<file path="src/rtl/uart_sched.sv">
// Round-robin transmit scheduler for a single UART: it arbitrates NREQ byte sources,
// paces write_tx with a guard window, pops received bytes and holds pending config until idle.
module uart_sched #(
    parameter int NREQ  = 4,
    parameter int GUARD = 2
) (
    input  logic                clk,
    input  logic                rst_n,
    input  logic [NREQ-1:0]     req_valid,
    input  logic [8*NREQ-1:0]   req_data,
    output logic [NREQ-1:0]     req_ready,
    input  logic                tx_empty,
    output logic [7:0]          txdata,
    output logic                write_tx,
    input  logic                rx_valid,
    input  logic [7:0]          rxdata,
    output logic                read_rx,
    output logic [7:0]          rx_byte,
    output logic                rx_strobe,
    output logic [1:0]          rx_owner,
    input  logic                cfg_load,
    input  logic [15:0]         baud_cfg,
    input  logic [7:0]          ctrl_cfg,
    output logic [15:0]         baudrate,
    output logic [7:0]          control,
    output logic                busy
);

    localparam int CW = (GUARD < 1) ? 1 : $clog2(GUARD + 1);

    typedef enum logic [1:0] {
        S_IDLE,
        S_WRITE,
        S_GUARD,
        S_DRAIN
    } state_t;

    state_t          state_q, state_d;
    logic [CW-1:0]   cnt_q, cnt_d;
    logic [1:0]      last_grant_q, last_grant_d;
    logic [1:0]      rx_owner_q, rx_owner_d;
    logic [7:0]      txdata_q, txdata_d;
    logic            read_rx_q, read_rx_d;
    logic [7:0]      rx_byte_q, rx_byte_d;
    logic            cfg_pend_q, cfg_pend_d;
    logic [15:0]     baud_pend_q, baud_pend_d;
    logic [7:0]      ctrl_pend_q, ctrl_pend_d;
    logic [15:0]     baudrate_q, baudrate_d;
    logic [7:0]      control_q, control_d;

    logic [7:0]      req_byte [NREQ];
    logic            grant_found;
    logic [1:0]      grant_idx;
    logic [1:0]      search_idx;
    logic            cfg_apply;
    logic            grant_ok;

    for (genvar gi = 0; gi < NREQ; gi++) begin : g_bytes
        assign req_byte[gi] = req_data[8*gi +: 8];
    end

    // Rotating priority: first valid requester at or after last_grant+1.
    always_comb begin
        grant_found = 1'b0;
        grant_idx   = '0;
        search_idx  = '0;
        for (int k = 0; k < NREQ; k++) begin
            search_idx = last_grant_q + 2'(k + 1);
            if (!grant_found && req_valid[search_idx]) begin
                grant_found = 1'b1;
                grant_idx   = search_idx;
            end
        end
    end

    // A config request seen in IDLE (stored or arriving now) pre-empts the grant for that cycle.
    assign cfg_apply = (state_q == S_IDLE) && (cfg_pend_q || cfg_load);
    assign grant_ok  = (state_q == S_IDLE) && tx_empty && grant_found && !cfg_apply;

    always_comb begin
        state_d      = state_q;
        cnt_d        = cnt_q;
        last_grant_d = last_grant_q;
        rx_owner_d   = rx_owner_q;
        txdata_d     = txdata_q;
        cfg_pend_d   = cfg_pend_q;
        baud_pend_d  = baud_pend_q;
        ctrl_pend_d  = ctrl_pend_q;
        baudrate_d   = baudrate_q;
        control_d    = control_q;

        if (cfg_load) begin
            cfg_pend_d  = 1'b1;
            baud_pend_d = baud_cfg;
            ctrl_pend_d = ctrl_cfg;
        end

        case (state_q)
            S_IDLE: begin
                if (cfg_apply) begin
                    baudrate_d = cfg_load ? baud_cfg : baud_pend_q;
                    control_d  = cfg_load ? ctrl_cfg : ctrl_pend_q;
                    cfg_pend_d = 1'b0;
                end else if (grant_ok) begin
                    txdata_d     = req_byte[grant_idx];
                    last_grant_d = grant_idx;
                    rx_owner_d   = grant_idx;
                    state_d      = S_WRITE;
                end
            end
            S_WRITE: begin
                cnt_d   = CW'(GUARD);
                state_d = S_GUARD;
            end
            S_GUARD: begin
                cnt_d = cnt_q - CW'(1);
                if (cnt_q <= CW'(1)) begin
                    state_d = S_DRAIN;
                end
            end
            S_DRAIN: begin
                if (tx_empty) begin
                    state_d = S_IDLE;
                end
            end
            default: state_d = S_IDLE;
        endcase
    end

    // Receive path ignores the TX state; the previous pop blocks a back-to-back pop.
    always_comb begin
        read_rx_d = rx_valid && !read_rx_q;
        rx_byte_d = read_rx_d ? rxdata : rx_byte_q;
    end

    always_ff @(posedge clk or negedge rst_n) begin
        if (!rst_n) begin
            state_q      <= S_IDLE;
            cnt_q        <= '0;
            last_grant_q <= 2'd3;
            rx_owner_q   <= 2'd0;
            txdata_q     <= 8'd0;
            read_rx_q    <= 1'b0;
            rx_byte_q    <= 8'd0;
            cfg_pend_q   <= 1'b0;
            baud_pend_q  <= 16'd0;
            ctrl_pend_q  <= 8'd0;
            baudrate_q   <= 16'd0;
            control_q    <= 8'd0;
        end else begin
            state_q      <= state_d;
            cnt_q        <= cnt_d;
            last_grant_q <= last_grant_d;
            rx_owner_q   <= rx_owner_d;
            txdata_q     <= txdata_d;
            read_rx_q    <= read_rx_d;
            rx_byte_q    <= rx_byte_d;
            cfg_pend_q   <= cfg_pend_d;
            baud_pend_q  <= baud_pend_d;
            ctrl_pend_q  <= ctrl_pend_d;
            baudrate_q   <= baudrate_d;
            control_q    <= control_d;
        end
    end

    // req_ready is combinational, so it is gated by rst_n to stay low throughout reset.
    assign req_ready = (grant_ok && rst_n) ? (NREQ'(1) << grant_idx) : '0;
    assign write_tx  = (state_q == S_WRITE);
    assign busy      = (state_q != S_IDLE);
    assign txdata    = txdata_q;
    assign read_rx   = read_rx_q;
    assign rx_strobe = read_rx_q;
    assign rx_byte   = rx_byte_q;
    assign rx_owner  = rx_owner_q;
    assign baudrate  = baudrate_q;
    assign control   = control_q;

endmodule

</file>
<file path="config.mk">
export PLATFORM = sky130hd
export DESIGN_NAME = uart_sched
export DESIGN_NICKNAME = d
export VERILOG_FILES = /design/src/rtl/uart_sched.sv
export SDC_FILE = /design/constraint.sdc
export NUM_CORES = 1
export LEC_CHECK = 0
export ABC_AREA = 1
export CORE_ASPECT_RATIO = 0.9
export CORE_MARGIN = 5
export CORE_UTILIZATION = 36
export DETAILED_ROUTE_END_ITERATION = 8
export GPL_ROUTABILITY_DRIVEN = 1
export GPL_TIMING_DRIVEN = 0
export PLACE_DENSITY = 0.69
export REMOVE_ABC_BUFFERS = 1
export SETUP_SLACK_MARGIN = 0.05
export SYNTH_ARGS = -nofsm -noshare
export SYNTH_HDL_FRONTEND = slang
export SYNTH_SLANG_ARGS = --single-unit
</file>
<file path="constraint.sdc">
create_clock -name clk -period 2.36 [get_ports clk]
set_clock_uncertainty 0.1 [all_clocks]
set_input_delay 0.472 -clock clk [delete_from_list [all_inputs] [get_ports clk]]
set_output_delay 0.472 -clock clk [all_outputs]
set_load 0.01 [all_outputs]
</file>
==> qor.csv <==
metric;value;unit
status;finished with violations;
failing checks;setup timing;
Post-Place Worst Slack;-2.00;ns
syn avg cell area;8.06;um^2
Final Slew Violations;0;
worst endpoint required time;1.79;ns
largest net degree at the start of global routing;74;
initial antenna violation count;0;
vias;3384;
post-synthesis cell area;3500;um^2
number of global-route vias before repair;3416;
DRC viols;0;
Remaining Overflow, GRT;0;
layout cells sized above 1;17.8;%
Clock Power Share;11.8;%
total power per unit cell area;1370;nW/um^2
ANT cells;0;
Hold Crit Class;input port to asynchronous set/reset pin;
Sw Share;43.3;%
H-Tree Depth;3;
most frequent cells in the layout;nand2_1, clkdlybuf4s50_1, dfrtp_1;
sequential share of power;25.4;%
internal power;4.27;mW
VDD IR-drop max;0.680;mV
WL per Instance;14.4;um
Worst Reg2Reg Path Length in Cells;18;
CTS Sinks;74;
die span in y;104;um
post-synth cell types;30;
IO Pins;123;
#FFs+latches synth;74;
Psw;3.26;mW
CTS tree;done;
Area Growth Syn to Fin;56.8;%
Slowest cell on crit path;dfstp_2;
global-route usage over all layers;16.8;%
Synth warnings;0;
Worst-path clk slew;0.09;ns
final setup violating endpoints;10;
most used cell, CP;nand2_4;
post-layout min period;2.92;ns
leading cell type in the layout, fill and taps excluded;nand2_1;
critical path class;flip-flop to primary output;
Final Hold Viols;0;
Cell Chain, Critical Path;buf_12 -> inv_12 -> nand2_4 -> nand2_4 -> nand2_4 -> nand2_4 -> nor2_4 -> nand2_2 -> o211ai_1 -> nand2_4 -> buf_12 -> clkinv_8 -> nor4_4 -> buf_2;
Die W;114;um
Final WS setup;-0.563;ns
final worst-path cycle share;124;%
placed cell areas;4820;um^2
Final HPWL DP;6.48;mm
clk buf depth;2;
crit path max fanout;8;
maxcap violations;0;
root cell of the clock tree;clkbuf_8;
Fillers;855;
final wirelength;10.2;mm
Peak Freq;342;MHz
CP max stage delay;0.57;ns
sequential fraction of the synthesis area;52.9;%
global-route wire length before repair;16.2;mm
initial DRC count;151;
crit path launch type;flip-flop;
unrepaired setup endpoints after global routing;yes;
Worst EP arrival;2.35;ns
core area;9570;um^2
Comb pwr share;62.8;%
worst skew pair latency;0.34;ns
CP endpoint kind;primary output;
total leakage power;2.66;nW
cts bufs inserted;9;
Post-Synthesis Cells;435;
die area;11800;um^2
Rel. slew slack;47.7;%
total iterations of the first detailed-routing run;4;
GPL Wtd Cong;0.848;
DR vias/cell;4.76;
number of nets with antenna violations after routing;0;
I/O Buffers;122;
Initial Util;36.6;%
Final nets;658;
fin area;5500;um^2
num rows;34;
Worst-Margin Slew;0.783;ns
==> through the flow <==
| step | hold slack [ns] | utilization, % | power (mW) | cells | TNS, ns |
|---|---|---|---|---|---|
| after floorplan | 0.0764 | - | 3.96 | 415 | -30.32 |
| after detailed placement | 0.179 | 50.4 | 5.34 | 665 | -55.06 |
| final | 0.0343 | 57.4 | 7.53 | 711 | -2.30 |
| after global placement | 0.349 | 49.8 | 5.22 | 663 | -264.92 |
| after CTS | 0.0445 | 55.7 | 7.18 | 706 | -2.24 |
| after global routing | 0.0512 | 57.4 | 8.13 | 711 | -4.18 |
==> power groups by stage <==
stage          Sequential (mW)  Combinational (mW)  Clock (mW)
3_5_place_dp              1.95                3.39           0
5_1_grt                   1.96                5.17       0.996
3_3_place_gp              1.94                3.27           0
2_1_floorplan             2.06                1.90           0
6_report                  1.91                4.73       0.892
4_1_cts                   1.91                4.34       0.937
==> synth_stat cells (all sizes together) <==
cell type,instances,area (um^2)
o211ai,1,7.51
a31oi,24,150
clkinv,1,3.75
o21ai,9,45.0
dfrtp,72,1800
a221oi,1,8.76
a21oi,1,5.00
buf,12,82.6
nand4,2,18.8
nand3b,1,7.51
nor4,4,37.5
ha,5,62.6
clkbuf,8,30.0
nand2,219,872
nor2,32,128
nand3,20,105
dfstp,2,52.6
inv,21,86.3
==> state kept, by name, summed over array words and instances, names as in the netlist <==
name          count
baud_pend_q      16
baudrate         16
control           8
ctrl_pend_q       8
rx_byte           8
txdata            8
cnt_q             2
last_grant_q      2
rx_owner          2
state_q           2
cfg_pend_q        1
read_rx           1
==> metal layers <==
| layer | share of wire [%] | track usage, % | routed length, um | up-vias |
|---|---|---|---|---|
| met3 | 7.7 | 6.01 | 786 | 14 |
| met4 | 1.7 | 5.77 | 177 | 0 |
| met1 | 44 | 21.0 | 4530 | 1577 |
| li1 | - | - | - | 1678 |
| met2 | 46 | 26.7 | 4730 | 115 |
| met5 | 0 | 0 | 0 | - |
==> cell families (layout without fill, tap and decap cells) <==
kind of cell,Yosys count,count (layout),share of synthesized area [%]
and+or+nand+nor,278,279,33.3
DFF,74,74,52.9
buffers and inverters,42,191,5.78
AOI/OAI and AO/OA,36,36,6.18
adders and majority gates,5,5,1.79
==> critical path: cells and delay by family, from the launching register on <==
kind	cells	cell delay [ns]
DFF	1	0.57
buffers and inverters	5	0.53
AOI/OAI and AO/OA	1	0.27
and+or+nand+nor	8	0.63
==> path summary, 6_finish.rpt <==
kind | slack, ns | endpoint | from
setup / recovery | -0.56 | req_ready[0] | last_grant_q[0]
setup reg to reg | -0.04 | txdata[7] | last_grant_q[0]
max in group asynchronous | 1.65 | ctrl_pend_q[2] | rst_n
min in group clk | 0.37 | baud_pend_q[5] | baud_pend_q[5]
hold / removal | 0.03 | cfg_pend_q | rst_n
hold reg to reg | 0.37 | baud_pend_q[5] | baud_pend_q[5]
==> repair_timing <==
action                                 in CTS  in global routing
pin swaps                                  17                 15
setup buffers                              24                  5
hold buffers                                1                  0
endpoints found under the hold margin       2                  0
setup endpoints to repair                  67                 19
resized for setup                          50                 34
cloned                                      1                  1
==> final cells by class <==
cell class                      count  area [um^2]  share of cell area (%)
Clock inverter                      6         41.3                   0.751
Inverter                           22          114                    2.07
Tap cell                          126          158                    2.87
Sequential cell                    74         1850                    33.7
Multi-Input combinational cell    320         1660                    30.1
Timing Repair Buffer              153         1540                    28.0
Clock buffer                       10          138                    2.50
(Power assumes the default switching activity.)
